[src/rtl/pv_peak_tracker.sv]
// pv_peak_tracker: captures the peak ADC sample and its servo position tag
// over a bounded sweep. A hysteresis margin rejects small noise-driven gains,
// and the committed peak (LV/LV_TAG) only changes when a non-empty sweep ends,
// so downstream control sees a stable value while the next sweep runs.
module pv_peak_tracker #(
  parameter int WIDTH     = 12,
  parameter int TAG_W     = 8,
  parameter int CNT_W     = 16,
  parameter int SWEEP_LEN = 180,
  parameter int HYST      = 4
) (
  input  logic             CLK,
  input  logic             RST_N,
  input  logic             START,
  input  logic             STOP,
  input  logic             PV_VALID,
  input  logic [WIDTH-1:0] PV,
  input  logic [TAG_W-1:0] TAG,
  output logic [WIDTH-1:0] MAX_RUN,
  output logic [WIDTH-1:0] LV,
  output logic [TAG_W-1:0] LV_TAG,
  output logic             GT,
  output logic             BUSY,
  output logic             DONE,
  output logic             EMPTY,
  output logic [CNT_W-1:0] SAMPLE_CNT
);

  typedef enum logic [1:0] {
    S_IDLE  = 2'd0,
    S_SWEEP = 2'd1,
    S_DONE  = 2'd2
  } state_t;

  state_t           state_q, state_d;
  logic [WIDTH-1:0] max_q, max_d;
  logic [TAG_W-1:0] tag_q, tag_d;
  logic [WIDTH-1:0] lv_q, lv_d;
  logic [TAG_W-1:0] lv_tag_q, lv_tag_d;
  logic [CNT_W-1:0] cnt_q, cnt_d;
  logic             gt_q, gt_d;
  logic             busy_q, busy_d;
  logic             done_q, done_d;
  logic             empty_q, empty_d;
  logic             capture;

  // Threshold test in one extra bit so MAX_RUN + HYST never wraps near full scale.
  function automatic logic exceeds(input logic [WIDTH-1:0] p, input logic [WIDTH-1:0] m);
    logic [WIDTH:0] thr;
    thr = {1'b0, m} + (WIDTH+1)'(HYST);
    return ({1'b0, p} > thr);
  endfunction

  // Sample counter increment that sticks at all-ones instead of wrapping.
  function automatic logic [CNT_W-1:0] sat_inc(input logic [CNT_W-1:0] c);
    return (&c) ? c : c + CNT_W'(1);
  endfunction

  // Next-state, capture decision and registered-output precomputation.
  always_comb begin
    state_d  = state_q;
    max_d    = max_q;
    tag_d    = tag_q;
    lv_d     = lv_q;
    lv_tag_d = lv_tag_q;
    cnt_d    = cnt_q;
    capture  = 1'b0;
    case (state_q)
      S_IDLE: begin
        if (START) begin
          state_d = S_SWEEP;
          max_d   = '0;
          tag_d   = '0;
          cnt_d   = '0;
        end
      end
      S_SWEEP: begin
        if (PV_VALID) begin
          capture = (cnt_q == '0) || exceeds(PV, max_q);
          if (capture) begin
            max_d = PV;
            tag_d = TAG;
          end
          cnt_d = sat_inc(cnt_q);
        end
        // A sample arriving with STOP or completing the count is folded in first.
        if (STOP || ((SWEEP_LEN != 0) && PV_VALID && (cnt_d == CNT_W'(SWEEP_LEN)))) begin
          state_d = S_DONE;
        end
      end
      S_DONE: begin
        if (cnt_q != '0) begin
          lv_d     = max_q;
          lv_tag_d = tag_q;
        end
        state_d = S_IDLE;
      end
      default: state_d = S_IDLE;
    endcase
    gt_d    = capture;
    busy_d  = (state_d == S_SWEEP);
    done_d  = (state_d == S_DONE);
    empty_d = (state_d == S_DONE) && (cnt_d == '0);
  end

  // State and datapath registers; async reset discards any sweep in progress.
  always_ff @(posedge CLK or negedge RST_N) begin
    if (!RST_N) begin
      state_q  <= S_IDLE;
      max_q    <= '0;
      tag_q    <= '0;
      lv_q     <= '0;
      lv_tag_q <= '0;
      cnt_q    <= '0;
      gt_q     <= 1'b0;
      busy_q   <= 1'b0;
      done_q   <= 1'b0;
      empty_q  <= 1'b0;
    end else begin
      state_q  <= state_d;
      max_q    <= max_d;
      tag_q    <= tag_d;
      lv_q     <= lv_d;
      lv_tag_q <= lv_tag_d;
      cnt_q    <= cnt_d;
      gt_q     <= gt_d;
      busy_q   <= busy_d;
      done_q   <= done_d;
      empty_q  <= empty_d;
    end
  end

  assign MAX_RUN    = max_q;
  assign LV         = lv_q;
  assign LV_TAG     = lv_tag_q;
  assign GT         = gt_q;
  assign BUSY       = busy_q;
  assign DONE       = done_q;
  assign EMPTY      = empty_q;
  assign SAMPLE_CNT = cnt_q;

endmodule

[config.mk]
export PLATFORM = sky130hd
export DESIGN_NAME = pv_peak_tracker
export DESIGN_NICKNAME = d
export VERILOG_FILES = /design/src/rtl/pv_peak_tracker.sv
export SDC_FILE = /design/constraint.sdc
export NUM_CORES = 1
export LEC_CHECK = 0
export BUFFER_PORTS_ARGS = -buffer_cell sky130_fd_sc_hd__buf_4
export CAP_MARGIN = 30
export CORE_MARGIN = 1
export CORE_UTILIZATION = 55
export DETAILED_ROUTE_END_ITERATION = 8
export GPL_TIMING_DRIVEN = 0
export PLACE_DENSITY_LB_ADDON = 0.08
export REMOVE_ABC_BUFFERS = 1
export SKIP_LAST_GASP = 1
export SLEW_MARGIN = 5
export SYNTH_ARGS = -nofsm -noshare
export SYNTH_HDL_FRONTEND = slang
export SYNTH_SLANG_ARGS = --single-unit
export TNS_END_PERCENT = 1
[constraint.sdc]
create_clock -name CLK -period 5.7 [get_ports CLK]
set_clock_uncertainty 0.2 [all_clocks]
set_input_delay 0.57 -clock CLK [delete_from_list [all_inputs] [get_ports CLK]]
set_output_delay 0.57 -clock CLK [all_outputs]
set_load 0.02 [all_outputs]
After elaboration in Yosys (flattened, before gate mapping)
Cells that the tools add are included.
W data, S select, Z words.

storage, ports and cells
  flip-flop bits (word level) = 62
  bits of input ports = 25
  output and inout port bits = 52
  logic and storage cells = 51

operators by class
  add/sub/neg operators = 2
  magnitude comparators = 1
  eq/ne operators = 8
  muxes and demuxes = 18
  reduce and logical (&&, ||, !) cells = 12

operators with widths
  kind                     number
  $mux W16                 4
  $mux W12                 3
  $logic_not A16 Y1        2
  $pmux W16 S2             1
  $mux W8                  3
  $pmux W12 S2             1
  $add A16 B1 Y16 const B  1
  $eq A16 B8 Y1 const B    1
  $pmux W8 S2              1
  $reduce_and A16 Y1       1
  $reduce_bool A16 Y1      1
  $add A12 B3 Y13 const B  1
  $gt A12 B13 Y1           1
  $ne A2 B2 Y1 const B     3
  $eq A2 B1 Y1 const B     2
  $eq A2 B2 Y1 const B     2
  $mux W2                  2
  $pmux W2 S2              1
  $reduce_and A4 Y1        1
  $logic_and A1 B1 Y1      2
  $logic_not A2 Y1         1
  $logic_or A1 B1 Y1       2
  $mux W1                  2
  $reduce_and A2 Y1        1
  $reduce_bool A2 Y1       1

Longest topological paths before layout
Gate-level depths: netlist of the first run.

  depth after elaboration = 11
  gate-level depth with buffers = 13
  mapped depth without buffers = 12

Worst setup path before layout of the first run
OpenSTA, ideal clock, no wires.

  path kind = reg2reg
  start = reg max_q[4], in the netlist MAX_RUN[4]
  end = reg max_q[1], in the netlist MAX_RUN[1]
  library setup time = 0.139 ns
  arrival time = 2.731 ns
  data required time = 5.361 ns
  path slack = 2.630 ns
  cell stages (with the launch flop) = 13
  path buffers = 1
  period minus slack after synthesis = 3.070 ns
  cell sequence = dfrtp_1 -> and2_1 -> and4_1 -> nand3_1 -> xor2_1 -> ha_1 -> a21o_1 -> a211oi_1 -> o21ai_0 -> o221a_2 -> clkbuf_1 -> o211ai_1 -> o221ai_1

between the ends
  cells in the longest elaborated chain, start to end = 5

ends and longest elaborated chain
  what                         RTL line  RTL
  start, declared              36        logic [WIDTH-1:0] max_q, max_d;
  start signal, assigned       121       max_q <= max_d;
  $add A12 B3 Y13              50        thr = {1'b0, m} + (WIDTH+1)'(HYST);
  $gt A12 B13 Y1               51        return ({1'b0, p} > thr);
  $logic_or A1 B1 Y1           79        capture = (cnt_q == '0) || exceeds(PV, max_q);
  $ne A2 B2 Y1 (no line)       --
  $reduce_and A4 Y1 (no line)  --

No other way between the ends.
A chain may end at the register's enable or synchronous reset.

Worst setup path in the final report of the first run
Ends and elaborated chain as after synthesis.

==> qor.yml, run 1 <==
status: "finished with violations"
violations: "design-rule violations"
dieArea_um2: 7200
worst_pin_slew_ns: 0.937
min_period_ns: 3.44
routed_wl_mm: 10.7
critPathCaptureType: "flop"
grt_pass1_vias: 3498
final_cell_mix: "buf_4, dfrtp_1, nand2_1, nand4_1, nand3_1"
cts_buffers: 9
num_rows: 29
min_path_type: "in2async"
powerDensity_nw_per_um2: 399
reg2reg_setup_slack_ns: 2.26
final.setup.tns_ns: 0
htree_num_levels: 3
clockBufferDepth: 2
grt_remaining_overflow: 0
whs_ns: 0.0955
drive_gt1_share_pct: 27.6
clk-insertion-delay-late_ns: 0.34
ant_nets: 0
final_common_cell: "buf_4"
netlist_area_um2: 3780
pin_count: 77
worstPathArrival_ns: 3.43
rsz0062_at_grt: "no"
cp_cell_sequence: "and2_1 -> and4_1 -> nand3_1 -> xor2_1 -> ha_1 -> a21o_1 -> a211oi_1 -> o21ai_0 -> o221a_2 -> o211ai_1 -> o221ai_1"
slew_headroom_pct: 37.5
min_period_over_period_pct: 60.3
hold_viol: 0
worstPathRequired_ns: 5.70
grt_pass1_wl_mm: 17.5
cts-root-buf: "clkbuf_8"
cts_resized: 0
peakVddDrop_mv: 0.151
route.detailed.drc: 8
synth_cell_types: 54
place.gp.congestion: 0.978
critPathMaxFanout: 20
power.total_mw: 1.81
core-area_um2: 6490
grt_antenna_before_repair: 0
final_nets: 503
placedCellCount: 529
grt_usage_pct: 31.1
stdcell_count: 545
timing.fmax_mhz: 291
ys.flop_type: "dfrtp_1"
clkSlewWorstSetupHoldPaths_ns: 0.07
maxCapViolations: 0
drtPass1Iterations: 7
cp_slowest_cell: "dfrtp_1"
dp_hpwl_mm: 7.15
netlist_instances: 408
crit_type: "reg2reg"
antenna_cells: 0
grt_start_max_net_pins: 63
via_per_inst: 6.70
cts_tree: "yes"
cp_slowest_stage_delay_ns: 0.49
cts_setup_buffers: 0
syn_area_per_cell_um2: 9.26
drtIter0Drc: 309
yosysSeqAreaShare_pct: 41.1
io_buffers: 76
synthArstFlopShare_pct: 100
path_buf_inv: 0
clock_sinks: 62
start_util_pct: 58.1
die_width_um: 84.9
post_drt_wl_per_cell_um: 19.6
ys_ff_latch: 62
fp.dieH_um: 84.9
crit_path_start_kind: "flop"
synth_enable_flop_cells: 0
power.leakage_nw: 2.07
setup_viol: 0
area_growth_pct: 20.2
cts_hold_buf: 0
vias: 3651
yosys_warnings: 0
maxSlewViolCount: 0
cpLargestDelayFamily: "compound AO/OA/AOI/OAI gates"
-- sequential cells by signal, indices dropped and copies added, names as in the netlist --
signal      cells
LV             12
DONE            1
BUSY            1
LV_TAG          8
state_q         2
EMPTY           1
tag_q           8
SAMPLE_CNT     16
MAX_RUN        12
GT              1
-- report_power, final --
group / internal, mW / switching (mW) / total (mW) / leakage (nW)
clock network: 0.202 / 0.189 / 0.391 / 0.0956
logic: 0.305 / 0.417 / 0.723 / 1.15
registers: 0.558 / 0.140 / 0.698 / 0.829
total: 1.07 / 0.746 / 1.81 / 2.07
-- final cells by class --
| cell class | count | area [um^2] |
|---|---|---|
| Clock inverter | 7 | 72.6 |
| Timing Repair Buffer | 78 | 593 |
| Multi-Input combinational cell | 303 | 2070 |
| Fill cell | 527 | 1950 |
| Inverter | 9 | 33.8 |
| Sequential cell | 62 | 1550 |
| Tap cell | 77 | 96.3 |
| Clock buffer | 9 | 124 |
-- through the flow --
stage	worst slack (ns)	cell area, um^2	util, %
final	2.26	4540	69.9
after global routing	2.06	4540	69.9
after CTS	2.32	4540	69.9
after detailed placement	2.35	4340	66.9
after global placement	1.28	4300	66.2
after floorplan	2.22	3640	-
-- synth_stat cells, drive strengths merged (8+ instances only) --
cell / count / share of area, %
a21oi: 9 / 1.2
o211ai: 23 / 4.6
dfrtp: 62 / 41
clkbuf: 29 / 2.9
o21ai: 20 / 2.7
mux2: 21 / 6.3
nand4: 35 / 6.2
nor2: 20 / 2.0
inv: 9 / 0.89
nor4: 8 / 1.5
nand2: 37 / 3.7
nand3: 31 / 4.1
ha: 15 / 5.0
-- worst paths after layout --
| kind | start | end | cells past startpoint |
|---|---|---|---|
| max in group asynchronous | RST_N | SAMPLE_CNT[13]$_DFF_PN0_ | 1 |
| worst min-delay path | RST_N | MAX_RUN[11]$_DFFE_PN0P_ | 1 |
| worst min register to register | tag_q[5]$_DFFE_PN0P_ | tag_q[5]$_DFFE_PN0P_ | 2 |
| worst max-delay path | MAX_RUN[4]$_DFFE_PN0P_ | MAX_RUN[1]$_DFFE_PN0P_ | 11 |
| worst max register to register | MAX_RUN[4]$_DFFE_PN0P_ | MAX_RUN[1]$_DFFE_PN0P_ | 11 |
| min in group CLK | TAG[0] | tag_q[0]$_DFFE_PN0P_ | 3 |
-- metal layers --
layer | GRT usage (%) | vias up | part of all wire (%)
li1 | - | 1666 | -
met1 | 39.5 | 1761 | 41
met2 | 51.1 | 198 | 49
met3 | 5.84 | 26 | 6.9
met4 | 15.6 | 0 | 3.2
met5 | 0 | - | 0
-- cell families (layout without fill, tap and decap cells) --
| logic type | count (synthesis) | after routing | share of synthesized area (%) |
|---|---|---|---|
| AOI/OAI and AO/OA | 93 | 93 | 17.1 |
| xor gates and xnor gates | 9 | 9 | 2.09 |
| adders and majority gates | 15 | 15 | 4.97 |
| buffers and inverters | 43 | 103 | 4.61 |
| DFF | 62 | 62 | 41.1 |
| muxes | 22 | 22 | 6.53 |
| and+or+nand+nor | 164 | 164 | 23.6 |
Power figures use the tool's default switching activity.
==> inputs of run 2 (changes only) <==
==> constraint.sdc (replaced) <==
create_clock -name CLK -period 3.4 [get_ports CLK]
set_clock_uncertainty 0.2 [all_clocks]
set_input_delay 0.34 -clock CLK [delete_from_list [all_inputs] [get_ports CLK]]
set_output_delay 0.34 -clock CLK [all_outputs]
set_load 0.02 [all_outputs]
==> run 2 against run 1 <==
The flow still finishes with violations (design-rule violations). Utilization increased by 0.60 points. Fmax grew 3.6%. Die area unchanged. Flip-flop and latch count unchanged. Sequential power is 68% higher. Register-to-register slack worse by 2.2 ns. Critical path depth decreased by 4. Largest cell class unchanged.
==> qor.yml, run 2 (synthesized netlist as in run 1, its figures left out) <==
status: "finished with violations"  # unchanged
violations: "design-rule violations"  # unchanged
crit_path_start_kind: "flop"  # unchanged
final_nets: 505  # was 503
antenna_cells: 0  # unchanged
rsz0062_at_grt: "yes"  # was no
dpl_worst_slack_ns: 0.0499  # was 2.35 ns
largest_reg_flops: 16  # unchanged
vias: 3614  # was 3651
fin_ws_ns: 0.0836  # was 2.26 ns
p_int_mw: 1.80  # was 1.07 mW
cts_tree: "yes"  # unchanged
nFillCells: 523  # was 527
worstPathRequired_ns: 3.48  # was 5.70 ns
setup_viol: 0  # unchanged
route.met2.wl_mm: 5.27  # was 5.22 mm
pin_count: 77  # unchanged
critPathCaptureType: "flop"  # unchanged
slew_headroom_pct: 37.6  # was 37.5%
power.switching_mw: 1.26  # was 0.746 mW
ant_nets: 0  # unchanged
place.gp.congestion: 0.978  # unchanged
final_cell_mix: "buf_4, dfrtp_1, nand2_1, nand4_1, nand3_1"  # unchanged
drtPass1Iterations: 9  # was 7
power.leakage_nw: 2.08  # was 2.07 nW
cts-root-buf: "clkbuf_8"  # unchanged
dieArea_um2: 7200  # unchanged
grt_pass1_vias: 3496  # was 3498
via_per_inst: 6.61  # was 6.70
worst_pin_slew_ns: 0.932  # was 0.937 ns
dr_wl_met3_um: 801  # was 738 um
routed_wl_mm: 10.8  # was 10.7 mm
maxCapViolations: 0  # unchanged
post_drt_wl_per_cell_um: 19.7  # was 19.6 um
num_rows: 29  # unchanged
grt_antenna_before_repair: 0  # unchanged
clkSlewWorstSetupHoldPaths_ns: 0.08  # was 0.07 ns
cts_buffers: 9  # unchanged
clock_sinks: 62  # unchanged
start_util_pct: 58.1  # unchanged
whs_ns: 0.0543  # was 0.0955 ns
htree_num_levels: 3  # unchanged
wl_met1_mm: 4.36  # was 4.38 mm
maxSlewViolCount: 0  # unchanged
dp_hpwl_mm: 7.15  # unchanged
final_common_cell: "buf_4"  # unchanged
top_layer_used: "met4"  # unchanged
clockBufferDepth: 2  # unchanged
switching_share_pct: 41.2  # about the same
combPwrFrac_pct: 40.0  # was 39.9%
timing.fmax_mhz: 302  # was 291 MHz
grt_usage_pct: 31.1  # about the same
grt_start_max_net_pins: 63  # unchanged
fp.dieH_um: 84.9  # unchanged
min_period_ns: 3.32  # was 3.44 ns
core-area_um2: 6490  # unchanged
peakVddDrop_mv: 0.253  # was 0.151 mV
p_clk_share_pct: 21.6  # about the same
hold_viol: 0  # unchanged
io_buffers: 76  # unchanged
crit_type: "reg2reg"  # unchanged
die_width_um: 84.9  # unchanged
min_path_type: "in2reg"  # was in2async
worstPathArrival_ns: 3.40  # was 3.43 ns
powerDensity_nw_per_um2: 668  # was 399 nW/um^2
drtIter0Drc: 300  # was 309
drive_gt1_share_pct: 28.5  # was 27.6%
min_period_over_period_pct: 97.5  # was 60.3%
p_seq_share_pct: 38.3  # was 38.5%
route.detailed.drc: 8  # unchanged
area_growth_pct: 21.3  # was 20.2%
grt_remaining_overflow: 0  # unchanged
grt_pass1_wl_mm: 17.5  # about the same
critPathMaxFanout: 28  # was 20
clk-insertion-delay-late_ns: 0.34  # about the same
-- run 2: cell types whose count changed in the layout (fill, tap and decap cells not counted) --
cell | before | now
o221a_2 | 1 | 0
o221a_4 | 0 | 1
nor3_2 | 0 | 1
nand3_2 | 0 | 1
dfrtp_1 | 62 | 60
nor3_1 | 5 | 4
nand3_1 | 31 | 30
dfrtp_2 | 0 | 2
dlygate4sd3_1 | 0 | 1
buf_4 | 77 | 78
-- run 2: power groups by stage --
stage	logic (mW)	registers, mW	clock network [mW]
final	1.22	1.17	0.662
after global routing	1.32	1.20	0.702
after CTS	1.21	1.16	0.660
after detailed placement	1.20	1.18	0
after global placement	1.16	1.16	0
after floorplan	0.530	1.32	0
-- run 2: worst paths after layout --
kind | slack [ns] | start | end | cells past startpoint
worst max-delay path | 0.08 | state_q[0]$_DFF_PN0_ | EMPTY$_DFF_PN0_ | 7
worst min-delay path | 0.05 | TAG[0] | tag_q[0]$_DFFE_PN0P_ | 3
worst max register to register | 0.08 | state_q[0]$_DFF_PN0_ | EMPTY$_DFF_PN0_ | 7
worst min register to register | 0.30 | tag_q[5]$_DFFE_PN0P_ | tag_q[5]$_DFFE_PN0P_ | 2
max in group asynchronous | 2.04 | RST_N | MAX_RUN[5]$_DFFE_PN0P_ | 2
min in group asynchronous | 0.42 | RST_N | MAX_RUN[11]$_DFFE_PN0P_ | 2
-- run 2: area by class of cell --
class                      count  area, um^2  area share (%)
inverter                       9        33.8           0.738
multi-input combinational    303        2090            45.6
clock inverter                 7        72.6            1.58
clock buffer                   9         124            2.70
tap                           77        96.3            2.10
sequential                    62        1550            33.9
timing repair buffer          80         611            13.3
-- run 2: repair_timing --
item,CTS,global route
buffers inserted,0,1
resized for setup,0,5
hold buffers,1,0
setup endpoints to repair,0,21
hold endpoints to repair,62,0
-- run 2: metal layers --
| layer | global-route usage, % | vias to the layer above |
|---|---|---|
| met5 | 0 | - |
| met4 | 15.6 | 0 |
| met3 | 5.84 | 28 |
| met2 | 51.1 | 200 |
| met1 | 39.7 | 1718 |
| li1 | - | 1668 |
-- run 2: critical path, stage by stage, from the launching register on --
cell and delay, ns:
dfrtp_1 0.95, nor2_1 0.14, or2_2 0.57, a21o_1 0.26
a22o_1 0.23, or3_1 0.31, nor3_1 0.32, and4_1 0.26
-- run 2: through the flow --
| stage | instances | utilization [%] | total power [mW] | TNS (ns) | area [um^2] |
|---|---|---|---|---|---|
| after floorplan | 374 | - | 1.85 | -0.150 | 3640 |
| after global placement | 527 | 66.2 | 2.32 | -32.47 | 4300 |
| after detailed placement | 529 | 66.9 | 2.37 | 0 | 4340 |
| after CTS | 546 | 70.1 | 3.03 | 0 | 4550 |
| after global routing | 547 | 70.5 | 3.23 | -0.0839 | 4580 |
| final | 547 | 70.5 | 3.06 | 0 | 4580 |
==> inputs of run 3 (changes only) <==
==> constraint.sdc (replaced) <==
create_clock -name CLK -period 3.4 [get_ports CLK]
set_clock_uncertainty 0.2 [all_clocks]
set_input_delay 0.68 -clock CLK [delete_from_list [all_inputs] [get_ports CLK]]
set_output_delay 0.68 -clock CLK [all_outputs]
set_load 0.02 [all_outputs]
==> run 3 against run 2 <==
The run still ends with design-rule violations left. Via count increased by 0.61%. Sequential share of layout area increased by 0.074 points. Final cell count decreased by 0.18%. Total power about the same. Sequential power about the same. Flip-flop and latch count unchanged. Global-route usage about the same. Critical endpoint unchanged. Largest cell class unchanged.
==> qor.yml, run 3 (synthesized netlist as in run 1, its figures left out) <==
vias: 3636  # was 3614
cts_buffers: 9  # unchanged
fp.dieH_um: 84.9  # unchanged
clock_sinks: 62  # unchanged
drtPass1Iterations: 9  # unchanged
area_growth_pct: 21.0  # was 21.3%
die_width_um: 84.9  # unchanged
final_cell_mix: "buf_4, dfrtp_1, nand2_1, nand4_1, nand3_1"  # unchanged
final_area_um2: 4570  # was 4580 um^2
final_common_cell: "buf_4"  # unchanged
power.leakage_nw: 2.07  # was 2.08 nW
final_core_util_pct: 70.4  # was 70.5%
setup_viol: 0  # unchanged
grt_remaining_overflow: 0  # unchanged
violations: "design-rule violations"  # unchanged
maxCapViolations: 0  # unchanged
dieArea_um2: 7200  # unchanged
dp_hpwl_mm: 7.15  # unchanged
drtIter0Drc: 293  # was 300
pin_count: 77  # unchanged
route.detailed.drc: 8  # unchanged
grt_pass1_wl_mm: 17.5  # about the same
min_period_ns: 3.32  # about the same
min_path_type: "in2async"  # was in2reg
clk-insertion-delay-late_ns: 0.34  # about the same
crit_path_start_kind: "flop"  # unchanged
largest_reg_flops: 16  # unchanged
powerDensity_nw_per_um2: 669  # was 668 nW/um^2
ant_nets: 0  # unchanged
worstPathRequired_ns: 3.48  # about the same
core-area_um2: 6490  # unchanged
grt_start_max_net_pins: 63  # unchanged
hold_viol: 0  # unchanged
place.gp.congestion: 0.978  # unchanged
grt_pass1_vias: 3498  # was 3496
htree_num_levels: 3  # unchanged
crit_type: "reg2reg"  # unchanged
cts_tree: "yes"  # unchanged
rsz0062_at_grt: "yes"  # unchanged
timing.fmax_mhz: 301  # was 302 MHz
antenna_cells: 0  # unchanged
clkSlewWorstSetupHoldPaths_ns: 0.08  # about the same
min_period_over_period_pct: 97.6  # was 97.5%
worst_pin_slew_ns: 0.924  # was 0.932 ns
critPathMaxFanout: 28  # unchanged
placed_area_um2: 4340  # unchanged
routed_wl_mm: 10.8  # about the same
maxSlewViolCount: 0  # unchanged
cts_hold_buf: 0  # was 1
peakVddDrop_mv: 0.254  # was 0.253 mV
worstPathArrival_ns: 3.40  # about the same
final_nets: 504  # was 505
placedCellCount: 529  # unchanged
post_drt_wl_per_cell_um: 19.8  # was 19.7 um
status: "finished with violations"  # unchanged
critPathCaptureType: "flop"  # unchanged
drive_gt1_share_pct: 28.6  # was 28.5%
grt_usage_pct: 31.1  # about the same
cts-root-buf: "clkbuf_8"  # unchanged
clockBufferDepth: 2  # unchanged
start_util_pct: 58.1  # unchanged
slew_headroom_pct: 38.4  # was 37.6%
via_per_inst: 6.66  # was 6.61
io_buffers: 76  # unchanged
whs_ns: 0.206  # was 0.0543 ns
num_rows: 29  # unchanged
stdcell_count: 546  # was 547
grt_antenna_before_repair: 0  # unchanged
run 3: cell types whose count changed in the layout (fill, tap and decap cells not counted), sizes merged:
cell / before / now
dlygate4sd3: 1 / 0
run 3: final cells by class:
| cell class | instances | area [um^2] |
|---|---|---|
| multi-input combinational | 303 | 2090 |
| fill | 524 | 1930 |
| sequential | 62 | 1550 |
| timing repair buffer | 79 | 601 |
| clock buffer | 9 | 124 |
| tap | 77 | 96.3 |
| clock inverter | 7 | 72.6 |
| inverter | 9 | 33.8 |
run 3: through the flow:
| step | setup slack, ns | TNS (ns) | power [mW] |
|---|---|---|---|
| floorplan | -0.0769 | -0.150 | 1.85 |
| global placement | -1.02 | -32.47 | 2.32 |
| detailed placement | 0.0499 | 0 | 2.37 |
| CTS | 0.0177 | 0 | 3.03 |
| global route | -0.0660 | -0.0839 | 3.23 |
| finish | 0.0817 | 0 | 3.06 |
run 3: worst paths after layout:
check,slack [ns],start,end,cells after the start
setup / recovery,0.08,state_q[0]$_DFF_PN0_,EMPTY$_DFF_PN0_,7
hold / removal,0.21,RST_N,LV[9]$_DFFE_PN0P_,1
min in group CLK,0.30,tag_q[5]$_DFFE_PN0P_,tag_q[5]$_DFFE_PN0P_,2
max in group asynchronous,2.24,RST_N,MAX_RUN[5]$_DFFE_PN0P_,1
hold reg to reg,0.30,tag_q[5]$_DFFE_PN0P_,tag_q[5]$_DFFE_PN0P_,2
setup reg to reg,0.08,state_q[0]$_DFF_PN0_,EMPTY$_DFF_PN0_,7
run 3: what timing repair did:
action,in CTS,in global routing
buffers inserted,0,1
endpoints found under the setup margin,0,21
gates resized for setup,0,5
run 3: power breakdown:
group	switching [mW]	total [mW]	leakage (nW)	internal (mW)
Sequential	0.234	1.17	0.826	0.937
Combinational	0.703	1.22	1.15	0.521
Clock	0.321	0.661	0.0956	0.339
Total	1.26	3.06	2.07	1.80
run 3: per-layer routing:
metal | up-vias | global-route usage (%) | share of wire [%]
li1 | 1666 | - | -
met1 | 1752 | 39.5 | 40
met2 | 189 | 51.1 | 49
met3 | 29 | 5.84 | 7.3
met4 | 0 | 15.6 | 3.3
met5 | - | 0 | 0
run 3: critical path, cell delays in order, from the launching register on:
cell     delay, ns
dfrtp_1       0.95
nor2_1        0.14
or2_2         0.57
a21o_1        0.26
a22o_1        0.23
or3_1         0.31
nor3_1        0.33
and4_1        0.26
